<file path="src/rtl/ysyx_24110015_ifu_if.sv">
// AXI-lite style read channel (AR + R) between the fetch unit and instruction memory.
// The master side issues the address and accepts data; the slave side answers.
interface ysyx_24110015_ifu_if;
    logic [31:0] araddr;
    logic        arvalid;
    logic        arready;
    logic [31:0] rdata;
    logic [1:0]  rresp;
    logic        rvalid;
    logic        rready;

    modport master (
        output araddr,
        output arvalid,
        input  arready,
        input  rdata,
        input  rresp,
        input  rvalid,
        output rready
    );

    modport slave (
        input  araddr,
        input  arvalid,
        output arready,
        output rdata,
        output rresp,
        output rvalid,
        input  rready
    );
endinterface

</file>
<file path="src/rtl/ysyx_24110015_ifu.sv">
// Instruction fetch unit: holds the PC and performs one AR/R read per controller request,
// returning the instruction with a single-cycle completion pulse.
module ysyx_24110015_ifu #(
    parameter logic [31:0] PC_RESET = 32'h8000_0000,
    parameter logic [31:0] NOP_INST = 32'h0000_0013
) (
    input  logic                      clk,
    input  logic                      rst,
    input  logic                      control_iMemRead,
    input  logic                      control_RegWrite,
    input  logic [31:0]               dnpc,
    output logic [31:0]               pc,
    output logic [31:0]               inst,
    output logic                      control_iMemRead_end,
    output logic                      fetch_err,
    ysyx_24110015_ifu_if.master       bus
);

    typedef enum logic [1:0] {
        S_IDLE = 2'b00,
        S_AR   = 2'b01,
        S_R    = 2'b10
    } state_e;

    state_e      state_q,   state_d;
    logic [31:0] pc_q,      pc_d;
    logic [31:0] inst_q,    inst_d;
    logic [31:0] araddr_q,  araddr_d;
    logic        arvalid_q, arvalid_d;
    logic        rready_q,  rready_d;
    logic        end_q,     end_d;
    logic        err_q,     err_d;

    function automatic logic is_misaligned(input logic [31:0] addr);
        return (addr[1:0] != 2'b00);
    endfunction

    function automatic logic resp_is_err(input logic [1:0] resp);
        return (resp != 2'b00);
    endfunction

    // Next-state and next-output logic for the fetch FSM and the PC.
    always_comb begin
        state_d   = state_q;
        inst_d    = inst_q;
        araddr_d  = araddr_q;
        arvalid_d = arvalid_q;
        rready_d  = rready_q;
        err_d     = err_q;
        end_d     = 1'b0;

        if (control_RegWrite) begin
            pc_d = dnpc;
        end else begin
            pc_d = pc_q;
        end

        case (state_q)
            S_IDLE: begin
                // A request coinciding with the end pulse is dropped, not queued.
                if (control_iMemRead && !end_q) begin
                    if (is_misaligned(pc_q)) begin
                        state_d = S_IDLE;
                        end_d   = 1'b1;
                        err_d   = 1'b1;
                        inst_d  = NOP_INST;
                    end else begin
                        state_d   = S_AR;
                        arvalid_d = 1'b1;
                        araddr_d  = pc_q;
                    end
                end else begin
                    state_d = S_IDLE;
                end
            end
            S_AR: begin
                if (arvalid_q && bus.arready) begin
                    state_d   = S_R;
                    arvalid_d = 1'b0;
                    rready_d  = 1'b1;
                end else begin
                    state_d = S_AR;
                end
            end
            S_R: begin
                if (rready_q && bus.rvalid) begin
                    state_d  = S_IDLE;
                    rready_d = 1'b0;
                    end_d    = 1'b1;
                    if (resp_is_err(bus.rresp)) begin
                        err_d  = 1'b1;
                        inst_d = NOP_INST;
                    end else begin
                        err_d  = 1'b0;
                        inst_d = bus.rdata;
                    end
                end else begin
                    state_d = S_R;
                end
            end
            default: begin
                state_d   = S_IDLE;
                arvalid_d = 1'b0;
                rready_d  = 1'b0;
            end
        endcase
    end

    // State and output registers with synchronous active-low reset.
    always_ff @(posedge clk) begin
        if (!rst) begin
            state_q   <= S_IDLE;
            pc_q      <= PC_RESET;
            inst_q    <= NOP_INST;
            araddr_q  <= 32'h0000_0000;
            arvalid_q <= 1'b0;
            rready_q  <= 1'b0;
            end_q     <= 1'b0;
            err_q     <= 1'b0;
        end else begin
            state_q   <= state_d;
            pc_q      <= pc_d;
            inst_q    <= inst_d;
            araddr_q  <= araddr_d;
            arvalid_q <= arvalid_d;
            rready_q  <= rready_d;
            end_q     <= end_d;
            err_q     <= err_d;
        end
    end

    assign pc                   = pc_q;
    assign inst                 = inst_q;
    assign control_iMemRead_end = end_q;
    assign fetch_err            = err_q;
    assign bus.araddr           = araddr_q;
    assign bus.arvalid          = arvalid_q;
    assign bus.rready           = rready_q;

endmodule

</file>
<file path="src/flat_wrapper.sv">
// flat-port wrapper written by rule: the top's interface ports become plain ports
module ysyx_24110015_ifu_flat 
#(
    parameter logic [31:0] PC_RESET = 32'h8000_0000,
    parameter logic [31:0] NOP_INST = 32'h0000_0013
)
  (clk, rst, control_iMemRead, control_RegWrite, dnpc, pc, inst, control_iMemRead_end, fetch_err, bus_araddr, bus_arvalid, bus_arready, bus_rdata, bus_rresp, bus_rvalid, bus_rready);
  ysyx_24110015_ifu_if bus_i ();
  input  logic clk;
  input  logic rst;
  input  logic control_iMemRead;
  input  logic control_RegWrite;
  input  logic [31:0] dnpc;
  output logic [31:0] pc;
  output logic [31:0] inst;
  output logic control_iMemRead_end;
  output logic fetch_err;
  output wire logic [$bits(bus_i.araddr)-1:0] bus_araddr;
  output wire logic [$bits(bus_i.arvalid)-1:0] bus_arvalid;
  input wire logic [$bits(bus_i.arready)-1:0] bus_arready;
  input wire logic [$bits(bus_i.rdata)-1:0] bus_rdata;
  input wire logic [$bits(bus_i.rresp)-1:0] bus_rresp;
  input wire logic [$bits(bus_i.rvalid)-1:0] bus_rvalid;
  output wire logic [$bits(bus_i.rready)-1:0] bus_rready;
  assign bus_araddr = bus_i.araddr;
  assign bus_arvalid = bus_i.arvalid;
  assign bus_i.arready = bus_arready;
  assign bus_i.rdata = bus_rdata;
  assign bus_i.rresp = bus_rresp;
  assign bus_i.rvalid = bus_rvalid;
  assign bus_rready = bus_i.rready;
  ysyx_24110015_ifu #(.PC_RESET(PC_RESET), .NOP_INST(NOP_INST)) u_core (.clk(clk), .rst(rst), .control_iMemRead(control_iMemRead), .control_RegWrite(control_RegWrite), .dnpc(dnpc), .pc(pc), .inst(inst), .control_iMemRead_end(control_iMemRead_end), .fetch_err(fetch_err), .bus(bus_i));
endmodule
</file>
<file path="config.mk">
export PLATFORM = sky130hd
export DESIGN_NAME = ysyx_24110015_ifu_flat
export DESIGN_NICKNAME = d
export VERILOG_FILES = /design/src/rtl/ysyx_24110015_ifu_if.sv /design/src/rtl/ysyx_24110015_ifu.sv /design/src/flat_wrapper.sv
export SDC_FILE = /design/constraint.sdc
export NUM_CORES = 1
export LEC_CHECK = 0
export ABC_AREA = 1
export BUFFER_PORTS_ARGS = -buffer_cell sky130_fd_sc_hd__buf_2
export CORE_ASPECT_RATIO = 0.75
export CORE_UTILIZATION = 47
export CTS_CLUSTER_SIZE = 28
export DETAILED_ROUTE_END_ITERATION = 10
export MAX_ROUTING_LAYER = met4
export PLACE_DENSITY = 0.89
export SLEW_MARGIN = 20
export SYNTH_ARGS = -nofsm -noshare
export SYNTH_HDL_FRONTEND = slang
export SYNTH_SLANG_ARGS = --single-unit
</file>
<file path="constraint.sdc">
create_clock -name clk -period 1.4 [get_ports clk]
set_clock_uncertainty 0.05 [all_clocks]
set_input_delay 0.35 -clock clk [delete_from_list [all_inputs] [get_ports clk]]
set_output_delay 0.35 -clock clk [all_outputs]
set_load 0.05 [all_outputs]
</file>
==> flow_metrics.tcl, run 1 <==
set metrics [dict create \
    portBuffers 171 \
    grt-ovfl-total 0 \
    end_kind "primary output" \
    place_congestion 0.912 \
    ys_seq_area_share_pct 51.9 \
    status "completed" \
    die_w_um 108 \
    fin_crit_ns 1.37 \
    synth_top_cell_by_area "dfxtp_1" \
    h-tree-depth 3 \
    relSlewSlack_pct 81.4 \
    cts_hold_buf 0 \
    drv_slew 0 \
    syn_nets 591 \
    area_growth_pct 36.1 \
    worst_pin_slew_ns 0.279 \
    cts_sinks 102 \
    critical-path-top-delay-family "flip-flops" \
    die-area_um2 8740 \
    cts_buffers 9 \
    worst-path-stages 1 \
    critPathBufInv 1 \
    grt_max_degree 55 \
    placed_area_um2 4950 \
    synth_top_cell_area_share_pct 51.9 \
    hold_viol 0 \
    final_core_util_pct 67.0 \
    synth-main-ff-cell "dfxtp_1" \
    regArea_um2 2050 \
    clk_latency_ns 0.34 \
    synthTopCellsByArea "dfxtp_1 52%, nor2_1 17%, o21ai_0 8.5%, nand2_1 5.1%, nor2_2 4.3%" \
    crit_path_cell_trace "buf_2" \
    chipHeight_um 81.2 \
    r2r_setup_slack_ns 0.09 \
    routed_wl_mm 10.1 \
    vias_per_cell 4.89 \
    drv_cap 0 \
    ant_nets 0 \
    netlist_top_cells_count "182 x nor2_1, 102 x dfxtp_1, 67 x o21ai_0, 53 x nand2_1, 27 x nor2_2" \
    dp_hpwl_mm 7.27 \
    num_io_pins 172 \
    antenna_found_initial 0 \
    grt_pass1_vias 3600 \
    multiInputGateArea_um2 1650 \
    setup_viol 0 \
    r2r_cells 5 \
    synth_edf_count 0 \
    arrival_ns 0.97 \
    start_util_pct 49.2 \
    worstPathRequired_ns 1.00 \
    period_share_pct 97.5 \
    grt_pass1_wl_mm 16.4 \
    finalPower_w 0.00708 \
    clkSlewWorstSetupHoldPaths_ns 0.09 \
    syn_area_um2 3930 \
    core_area_um2 7990 \
    hold_depth 3 \
    avgSynthCellArea_um2 7.57 \
    synthCells 519 \
    finalInstanceArea_um2 5350 \
    crit_slowest_cell "dfxtp_1" \
    rows 28 \
    vdd_drop_max_mv 0.649 \
    vias 3876 \
    cts-root-buf "clkbuf_8" \
    nFillCells 665 \
    async_flop_share_pct 0 \
    fin_nets 754 \
    synth.yosys.warnings 0 \
    start_kind "flip-flop" \
    cts_tree "built" \
    synth.most_common_cell "nor2_1" \
    first_iter_violations 320 \
    n_antenna_cell 0 \
    leakage_nw 2.53 \
    cellPowerDensity_nw_per_um2 1320 \
    ys_ff_latch 102 \
    clockBufferDepth 2 \
    min_path_type "input pin to flip-flop" \
    ys_types 21 \
    critPathKind "flip-flop to primary output" \
    fmax_mhz 732 \
    wl_per_cell_um 12.8 \
    grt_usage_pct 24.2 \
    drive_gt1_share_pct 35.4 \
    critPathMaxFanout 2 \
    cp_slowest_stage_delay_ns 0.35 \
    dr.pass1.iters 5 \
    drc 0 \
]
==> where the power goes <==
part	leakage, nW	internal, W	total [W]	switching, W
Combinational	1.59	0.000579	0.00195	0.00137
Clock	0.0955	0.000877	0.00184	0.000960
Sequential	0.843	0.00314	0.00330	0.000152
==> stage by stage <==
stage / setup TNS (ns) / setup WS (ns) / hold slack, ns / instances
global placement: 0 / 0.108 / 0.374 / 776
detailed placement: 0 / 0.0154 / 0.384 / 776
finish: 0 / 0.0346 / 0.171 / 792
CTS: 0 / 0.000160 / 0.149 / 792
global route: -0.0303 / -0.0149 / 0.144 / 792
floorplan: 0 / 0.0572 / 0.423 / 519
==> area by class of cell <==
type	count	share of cell area [%]
clock buffers	11	2.64
clock inverters	5	1.10
inverters	11	0.818
multi-input cells	374	30.8
flip-flops and latches	102	38.3
well taps	105	2.45
repair buffers	184	23.8
==> flip-flops by register name, summed over array words and instances, names as in the netlist <==
register	cells
u_core.bus.arvalid	1
u_core.bus.araddr	32
u_core.control_iMemRead_end	1
u_core.state_q	2
u_core.inst	32
u_core.fetch_err	1
u_core.pc	32
u_core.bus.rready	1
==> worst paths after layout <==
check,from,end
max,u_core.bus.araddr[18],bus_araddr[18]
min,dnpc[31],u_core.pc[31]
max reg2reg,u_core.state_q[0],u_core.bus.araddr[11]
min reg2reg,u_core.bus.araddr[0],u_core.bus.araddr[0]
==> per-layer routing <==
layer  GRT usage, %  wire (um)
met1           29.9       4460
met2           39.9       4990
met3           5.38        604
met4           7.26         68
met5              -          0
==> cells by family (layout without fill, tap and decap cells) <==
logic type	count (synthesis)	in the layout	share of synthesized area (%)
buffers and inverters	43	211	6.14
DFF	102	102	51.9
AOI/OAI and AO/OA	99	99	12.6
and+or+nand+nor	275	275	29.3
==> repair_timing <==
item / in CTS / in global routing
endpoints found under the setup margin: 12 / 83
setup buffers: 0 / 0
gates resized for setup: 12 / 78
pin swaps: 0 / 0
==> layout by cell type (no fill, tap or decap), types with 2 or more instances in the layout <==
master	instances
nor2_1	182
dfxtp_1	96
buf_2	95
o21ai_0	66
clkbuf_4	57
nand2_1	52
nor2_2	27
o21ai_1	27
buf_4	20
clkbuf_8	10
buf_12	10
inv_1	7
a21oi_1	6
dfxtp_2	6
nand3_1	5
nand3_2	3
nand2_2	2
nor2_4	2
inv_2	2
clkinvlp_4	2
buf_6	2
==> worst reg2reg max path: stages, from the launching register on <==
cell and delay (ns):
dfxtp_2 0.38, nor2_4 0.18, nand3_2 0.14, buf_12 0.19, o21ai_0 0.21, nor2_1 0.07
No activity file was read; power rests on OpenSTA's default activity.
==> run 2: changes to the inputs <==
RECOVER_POWER = 100   (was default)
==> run 2 against run 1 <==
  * Worst setup slack got worse by 0.0060 ns
  * Utilization fell by 0.78 points
  * Clock power about the same
  * Final area decreased by 1.2%
  * Sequential power is essentially flat
  * Highest routed layer unchanged
  * Sequential cell count stayed put
  * Fmax shrank 0.44%
==> flow_metrics.tcl, run 2 (synthesized netlist as in run 1, its figures left out) <==
set metrics [dict create \
    rows 28 \
    grt-ovfl-total 0 \
    vias 3948 \
    layout.cells.most_common "nor2_1" \
    arrival_ns 0.97 \
    relSlewSlack_pct 52.6 \
    cts_sinks 102 \
    vias_per_cell 4.98 \
    critPathBufInv 1 \
    grt_pass1_vias 3600 \
    drc 0 \
    cellPowerDensity_nw_per_um2 1340 \
    drv_slew 0 \
    final_core_util_pct 66.2 \
    setup_viol 0 \
    ant_nets 0 \
    crit_path_cell_trace "clkbuf_4" \
    crit_start "u_core.inst[3]" \
    wl_per_cell_um 12.9 \
    worstPathRequired_ns 1.00 \
    dr.pass1.iters 4 \
    place_congestion 0.912 \
    crit_slowest_cell "dfxtp_1" \
    fin_crit_ns 1.37 \
    r2r_setup_slack_ns 0.08 \
    cts_hold_buf 0 \
    die_w_um 108 \
    cts_buffers 9 \
    start_util_pct 49.2 \
    grt_max_degree 55 \
    preCtsSetupSlack_ns 0.0154 \
    fmax_mhz 729 \
    hold_viol 0 \
    antenna_found_initial 0 \
    core_area_um2 7990 \
    drive_gt1_share_pct 33.3 \
    status "completed" \
    drv_cap 0 \
    cts-root-buf "clkbuf_8" \
    worstReg2RegStart "u_core.state_q[0]" \
    chipHeight_um 81.2 \
    dp_hpwl_mm 7.27 \
    critPathMaxFanout 2 \
    first_iter_violations 351 \
    critPathKind "flip-flop to primary output" \
    grt_usage_pct 24.2 \
    h-tree-depth 3 \
    worst_pin_slew_ns 0.711 \
    clkSlewWorstSetupHoldPaths_ns 0.09 \
    cts_tree "built" \
    layout_common_cells "193 x nor2_1, 96 x dfxtp_1, 94 x buf_2" \
    vdd_drop_max_mv 0.644 \
    fin_nets 754 \
    die-area_um2 8740 \
    clockBufferDepth 2 \
    period_share_pct 98.0 \
    start_kind "flip-flop" \
    critical-path-top-delay-family "flip-flops" \
    routed_wl_mm 10.2 \
    min_path_type "input pin to flip-flop" \
    setup_ws_ns 0.0286 \
    num_io_pins 172 \
    area_growth_pct 34.5 \
    clk_latency_ns 0.34 \
    end_kind "primary output" \
    leakage_nw 2.52 \
    n_antenna_cell 0 \
    grt_pass1_wl_mm 16.4 \
    portBuffers 171 \
    cp_slowest_stage_delay_ns 0.37 \
    min_from "dnpc[31]" \
]
## run 2: where the power goes
part | switching [W] | total, W | internal, W
combinational | 0.00136 | 0.00192 | 0.000563
clock | 0.000965 | 0.00184 | 0.000877
sequential | 0.000153 | 0.00330 | 0.00314
## run 2: stage by stage
stage | power (W) | setup TNS [ns] | area (um^2) | hold slack (ns) | cells
final | 0.00706 | 0 | 5290 | 0.165 | 792
after global placement | 0.00516 | 0 | 4950 | 0.374 | 776
after floorplan | 0.00469 | 0 | 3940 | 0.423 | 519
after detailed placement | 0.00521 | 0 | 4950 | 0.384 | 776
after CTS | 0.00705 | 0 | 5180 | 0.149 | 792
after global routing | 0.00739 | -0.0303 | 5290 | 0.144 | 792
## run 2: path summary, 6_finish.rpt
check,endpoint,depth (start not counted)
max,inst[3],1
min,u_core.pc[31],3
max reg2reg,u_core.inst[9],7
min reg2reg,u_core.bus.araddr[0],2
## run 2: worst min-delay path, stage by stage
cell and delay (ns):
buf_2 0.08, nand2_1 0.04, nand3_1 0.06
## run 2: final cells by class
| type | count | area (um^2) |
|---|---|---|
| clock buffers | 11 | 141 |
| multi-input cells | 374 | 1620 |
| inverters | 11 | 43.8 |
| flip-flops and latches | 102 | 2050 |
| well taps | 105 | 131 |
| fillers | 678 | 2700 |
| repair buffers | 184 | 1250 |
| clock inverters | 5 | 58.8 |
## run 2: per-layer routing
metal | GRT usage, % | up-vias | part of all wire (%)
li1 | - | 1961 | -
met1 | 29.9 | 1799 | 43
met2 | 39.9 | 177 | 49
met3 | 5.38 | 11 | 7.1
met4 | 7.26 | 0 | 0.97
met5 | - | - | 0
## run 2: timing repair
item	CTS	global route
endpoints found under the setup margin	12	83
resized for setup	12	78
buffers inserted	0	0
